**config.mk**
```make
export PLATFORM = sky130hd
export DESIGN_NAME = logic_axi4_lite_register_bank
export DESIGN_NICKNAME = d
export VERILOG_FILES = /design/src/rtl/logic_axi4_lite_register_bank.sv
export SDC_FILE = /design/constraint.sdc
export NUM_CORES = 1
export LEC_CHECK = 0
export CORE_MARGIN = 1
export CORE_UTILIZATION = 48
export CTS_CLUSTER_SIZE = 20
export DETAILED_ROUTE_END_ITERATION = 16
export HOLD_SLACK_MARGIN = 0.1
export PLACE_DENSITY = 0.79
export SLEW_MARGIN = 10
export SYNTH_ARGS = -nofsm -noshare
export SYNTH_HDL_FRONTEND = slang
export SYNTH_SLANG_ARGS = --single-unit
export TNS_END_PERCENT = 1
```
**constraint.sdc**
```tcl
create_clock -name aclk -period 12.49 [get_ports aclk]
set_input_delay 1.8735 -clock aclk [delete_from_list [all_inputs] [get_ports aclk]]
set_output_delay 1.8735 -clock aclk [all_outputs]
set_load 0.05 [all_outputs]
```
**src/rtl/logic_axi4_lite_register_bank.sv**
```systemverilog
// AXI4-Lite slave holding a bank of software-visible registers.
// Decoupled AW/W holding buffers, registered B and R channels.
package logic_axi4_lite_pkg;
  typedef logic [2:0] access_t;
  typedef enum logic [1:0] {
    OKAY   = 2'b00,
    EXOKAY = 2'b01,
    SLVERR = 2'b10,
    DECERR = 2'b11
  } response_t;
endpackage

module logic_axi4_lite_register_bank
  import logic_axi4_lite_pkg::*;
#(
  parameter int DATA_BYTES    = 4,
  parameter int ADDRESS_WIDTH = 10,
  parameter int REGISTERS     = 8,
  parameter logic [DATA_BYTES*8-1:0] RESET_VALUE = '0
) (
  input  logic aclk,
  input  logic areset,
  input  logic awvalid,
  input  logic [ADDRESS_WIDTH-1:0] awaddr,
  input  access_t awprot,
  output logic awready,
  input  logic wvalid,
  input  logic [DATA_BYTES-1:0][7:0] wdata,
  input  logic [DATA_BYTES-1:0] wstrb,
  output logic wready,
  output logic bvalid,
  output response_t bresp,
  input  logic bready,
  input  logic arvalid,
  input  logic [ADDRESS_WIDTH-1:0] araddr,
  input  access_t arprot,
  output logic arready,
  output logic rvalid,
  output logic [DATA_BYTES-1:0][7:0] rdata,
  output response_t rresp,
  input  logic rready,
  output logic [REGISTERS-1:0][DATA_BYTES-1:0][7:0] registers,
  output logic [REGISTERS-1:0] written
);

  localparam int OFF = $clog2(DATA_BYTES);
  localparam int IW  = ADDRESS_WIDTH - OFF;

  logic aw_full;
  logic [IW-1:0] aw_idx;
  logic w_full;
  logic [DATA_BYTES-1:0][7:0] w_data;
  logic [DATA_BYTES-1:0] w_strb;

  logic [REGISTERS-1:0] w_sel;
  logic [DATA_BYTES-1:0][7:0] rd_word;
  logic rd_hit;
  logic [IW-1:0] ar_idx;
  logic aw_hs;
  logic w_hs;
  logic ar_hs;
  logic commit;

  // Protection bits and sub-word address bits carry no meaning here.
  logic unused_bits;
  assign unused_bits = ^{awprot, arprot, awaddr, araddr};

  assign awready = !aw_full && !areset;
  assign wready  = !w_full && !areset;
  assign arready = (!rvalid || rready) && !areset;

  assign aw_hs  = awvalid && awready;
  assign w_hs   = wvalid && wready;
  assign ar_hs  = arvalid && arready;
  assign commit = aw_full && w_full && (!bvalid || bready);
  assign ar_idx = araddr[ADDRESS_WIDTH-1:OFF];

  // Out-of-range indices match no entry: empty select, zero read data.
  always_comb begin
    w_sel   = '0;
    rd_word = '0;
    rd_hit  = 1'b0;
    for (int i = 0; i < REGISTERS; i++) begin
      if (aw_idx == IW'(i)) begin
        w_sel[i] = 1'b1;
      end
      if (ar_idx == IW'(i)) begin
        rd_word = registers[i];
        rd_hit  = 1'b1;
      end
    end
  end

  always_ff @(posedge aclk or posedge areset) begin
    if (areset) begin
      aw_full <= 1'b0;
      aw_idx  <= '0;
      w_full  <= 1'b0;
      w_data  <= '0;
      w_strb  <= '0;
    end else begin
      if (commit) begin
        aw_full <= 1'b0;
        w_full  <= 1'b0;
      end
      if (aw_hs) begin
        aw_full <= 1'b1;
        aw_idx  <= awaddr[ADDRESS_WIDTH-1:OFF];
      end
      if (w_hs) begin
        w_full <= 1'b1;
        w_data <= wdata;
        w_strb <= wstrb;
      end
    end
  end

  always_ff @(posedge aclk or posedge areset) begin
    if (areset) begin
      registers <= {REGISTERS{RESET_VALUE}};
      written   <= '0;
    end else begin
      written <= commit ? w_sel : '0;
      for (int i = 0; i < REGISTERS; i++) begin
        for (int b = 0; b < DATA_BYTES; b++) begin
          if (commit && w_sel[i] && w_strb[b]) begin
            registers[i][b] <= w_data[b];
          end
        end
      end
    end
  end

  // A commit in the handshake cycle keeps bvalid high with the new response.
  always_ff @(posedge aclk or posedge areset) begin
    if (areset) begin
      bvalid <= 1'b0;
      bresp  <= OKAY;
    end else if (commit) begin
      bvalid <= 1'b1;
      bresp  <= (|w_sel) ? OKAY : SLVERR;
    end else if (bready) begin
      bvalid <= 1'b0;
    end
  end

  always_ff @(posedge aclk or posedge areset) begin
    if (areset) begin
      rvalid <= 1'b0;
      rdata  <= '0;
      rresp  <= OKAY;
    end else if (ar_hs) begin
      rvalid <= 1'b1;
      rdata  <= rd_word;
      rresp  <= rd_hit ? OKAY : SLVERR;
    end else if (rready) begin
      rvalid <= 1'b0;
    end
  end

endmodule

```
# Word-level counts from Yosys, hierarchy flattened
# Index checks and enable logic that the tools add are counted.
# word_totals
regBits	348
latch_bits	0
ram_bits	0
rom_bits	0
out_inout_bits	305
elab_cells	159
mem_count	0
# op_classes
addsub	0
mul	0
div	0
order_cmp	0
eq_ne	14
shift	0
n_mux	34
bitwise_logic	0
n_reduce_logical	62
# ops
operator	count
$mux 32	8
$eq 8x3->1 const B	8
$logic_and 1x1->1	48
$eq 8x2->1 const B	4
$mux 1	23
$eq 8x1->1 const B	2
$logic_not 8->1	2
$mux 8	1
$reduce_bool 2->1	4
$reduce_or 8->1	1
$logic_not 1->1	5
$mux 2	2
$logic_or 1x1->1	2

# Longest topological paths before layout
# depth
word_depth	10
mapped_depth	8
ltp_nobuf	5

# Worst setup path before layout
# Ideal clock, no wire load.
# synth_timing
path_kind	input to output
start	input areset
end	output arready
arrival_ns	10.021
slack_ns	0.595
stages	2
path_buffers	0
cell_sequence	inv_1 > and2_1
# synth_via
elab_chain_cells	2
# synth_lines
item	line	text
start: declaration	22	input logic areset,
$logic_not 1->1 (no source line)	-	
$logic_and 1x1->1	70	assign arready = (!rvalid || rready) && !areset;
end: declaration	37	output logic arready,
# No other way between the ends.

# Final worst setup path
# Same ends and word-level chain as after synthesis.

==> results.cfg <==
[timing]
grt_setup_unrepaired = false
finalCritPeriodShare_pct = 49.1
setup-tns-final_ns = 0
layout_min_cycle_time_ns = 6.13
slew_violations = 0
worst_pin_slew_ns = 1.18
finalHoldViolCount = 0
slew_headroom_pct = 21.3
fmax_mhz = 163
setup_viol = 0
skew_ns = 0.0115

[detailed_routing]
drt-wirelength-per-cell_um = 25.2
drcViolationCount = 0
drt_iter0_markers = 879
ant_nets = 0
wirelength_mm = 49.4
routed_via_density = 5.98
via_count = 11700
firstDrtPassIters = 5

[power_and_ir_drop]
ir_worst_vdd_v = 0.000118
powerDensity_nw_per_um2 = 178
p_leak_nw = 9.44

[clocking]
cts_tree = built
ctsLongestPathBuffers = 3
cts-root-buf = clkbuf_16
numCtsBuffers = 38
cts_hold_buf = 0
clk_pin_slew_ns = 0.06
cts_resized = 0
clkSinkCount = 346
htree_levels = 2
clock_latency_ns = 0.52
post-cts-setup-buffer-count = 0

[setup_path]
critPathLaunchType = input pin
cp_data_arrival_time_ns = 4.25
cp_max_fo = 136
cp.required_ns = 10.62
critPathKind = input pin to output pin
crit_path_end_kind = output pin

[place]
gp_congestion = 0.822
portBuffers = 361
hpwl_mm = 31.8

[floorplanning]
fp-row-count = 65
start_util_pct = 48.7
fp.dieW_um = 181
fp.dieH_um = 181
dieArea_um2 = 32600
io_pins = 374
core_area_um2 = 31500

[grt]
antenna_found_initial = 3
use_met1_pct = 39.7
grt_max_degree = 137
gr-total-overflow = 0
grt_busiest_layer = met2
grt_use_met3_pct = 6.99
grtUsageMet2_pct = 48.0
first_global_vias = 11900
grt_pass1_wl_mm = 74.4
grt_usage_pct = 30.3

[synth]
synthFlopType = dfrtp_1
netlist_area_um2 = 15300
synth_cell_types = 47
synthArstFlopShare_pct = 100
ys_warn_count = 0
synth_edf_count = 0
synth_xor_area_share_pct = 0
yosysSeqAreaShare_pct = 56.5
avgSynthCellArea_um2 = 13.0
synth_compound_area_share_pct = 6.50
syn_inst = 1179
synth_seq_cells = 346
synth_fa_ha_area_share_pct = 0
synthSimpleGateAreaFrac_pct = 8.34
synthMuxAreaShare_pct = 26.7
synth_top_family_by_area = multiplexers

[final_layout]
post_route_cells_drive_above_1_share_pct = 26.3
finalNetCount = 1598
synthToLayoutAreaGrowth_pct = 33.9
utilization_pct = 65.2

[status]
status = finished clean

[worst_hold_path]
min_path_type = flop to flop

[flow_run]
max_cap_violations = 0
cell families after synthesis:
kind of cell           Yosys count
AND/OR/NAND/NOR                239
multiplexers                   361
AO/OA/AOI/OAI                  160
flip-flops                     346
buffers and inverters           72
other                            1
metal layers:
metal / part of all wire (%) / up-vias
met4: 4.1 / 2
met3: 7.5 / 117
met2: 48 / 556
met1: 41 / 5990
li1: - / 5037
met5: 0.026 / -
path summary, 6_finish.rpt:
check	slack [ns]	from	endpoint	cells past startpoint
setup / recovery	6.36	areset	arready	4
hold / removal	0.49	rdata[10]$_DFFE_PP0P_	rdata[10]$_DFFE_PP0P_	2
setup reg to reg	9.42	bvalid$_DFFE_PP0P_	registers[115]$_DFFE_PP0P_	5
hold reg to reg	0.49	rdata[10]$_DFFE_PP0P_	rdata[10]$_DFFE_PP0P_	2
max in group asynchronous	8.81	areset	registers[231]$_DFFE_PP0P_	3
min in group asynchronous	2.09	areset	w_full$_DFFE_PP0P_	2
cell usage after synthesis, types with 5 or more instances:
library cell	number	area [um^2]
dfrtp_1	346	8660
mux2_2	293	3300
nand2_1	77	289
nand3_1	58	290
a21oi_1	52	260
clkbuf_1	45	169
mux2i_1	44	440
o21ai_0	39	195
nor2_1	26	97.6
o221ai_1	26	228
nor3b_1	20	150
nor2b_1	17	106
mux2_4	16	240
a22oi_1	13	97.6
o22ai_1	12	75.1
buf_1	11	41.3
and2_1	8	50.1
buf_2	7	35.0
nand3_2	7	70.1
mux2_1	6	67.6
o211ai_1	5	37.5
layout by cell type, fill, tap and decap left out, types with 7 or more instances in the layout:
cell and instances:
o221ai_1 26, nor3b_1 20, mux2_2 293, nand2_1 76, dfrtp_1 346, and2_1 7
clkbuf_8 8, a22oi_1 13, nand3_2 7, nor2_1 26, nor2b_1 14, nand3_1 58
o21ai_0 39, mux2_4 16, buf_4 18, o22ai_1 12, clkbuf_1 12, clkbuf_16 41
clkdlybuf4s50_1 358, a21oi_1 52, mux2i_1 44
sequential cells by signal (all words and copies together), names as in the netlist:
name and count:
registers 256, rdata 32, w_data 32, aw_idx 8, written 8, w_strb 4, aw_full 1, bresp 1
bvalid 1, rresp 1, rvalid 1, w_full 1
area by class of cell:
| type | instances | area, um^2 |
|---|---|---|
| fillers | 2396 | 11000 |
| flip-flops and latches | 346 | 8660 |
| multi-input cells | 762 | 6400 |
| repair buffers | 376 | 3720 |
| clock buffers | 61 | 1180 |
| well taps | 402 | 503 |
| inverters | 5 | 26.3 |
| clock inverters | 4 | 22.5 |
| diodes | 2 | 5.00 |
critical path, cell delays in order:
cell and delay (ns):
clkdlybuf4s50_1 0.56, inv_8 0.72, and2_1 0.24, clkdlybuf4s50_1 0.80
per-stage QoR:
step / total power [W] / std cells / instance area, um^2 / hold WS, ns / setup slack (ns)
after global routing: 0.00380 / 1958 / 20500 / 0.506 / 6.23
final: 0.00366 / 1958 / 20500 / 0.494 / 6.36
after CTS: 0.00368 / 1956 / 20500 / 0.499 / 6.33
after detailed placement: 0.00259 / 1891 / 19300 / 0.485 / 6.34
after global placement: 0.00257 / 1891 / 19300 / 0.476 / 6.40
after floorplan: 0.00219 / 1180 / 15300 / 0.494 / 0.595
power by group:
group / internal [W] / leakage (nW) / total [W] / switching [W]
combinational: 0.000391 / 4.14 / 0.00102 / 0.000626
sequential: 0.00130 / 4.71 / 0.00156 / 0.000260
clock: 0.000644 / 0.589 / 0.00108 / 0.000435
(Power assumes the default switching activity.)
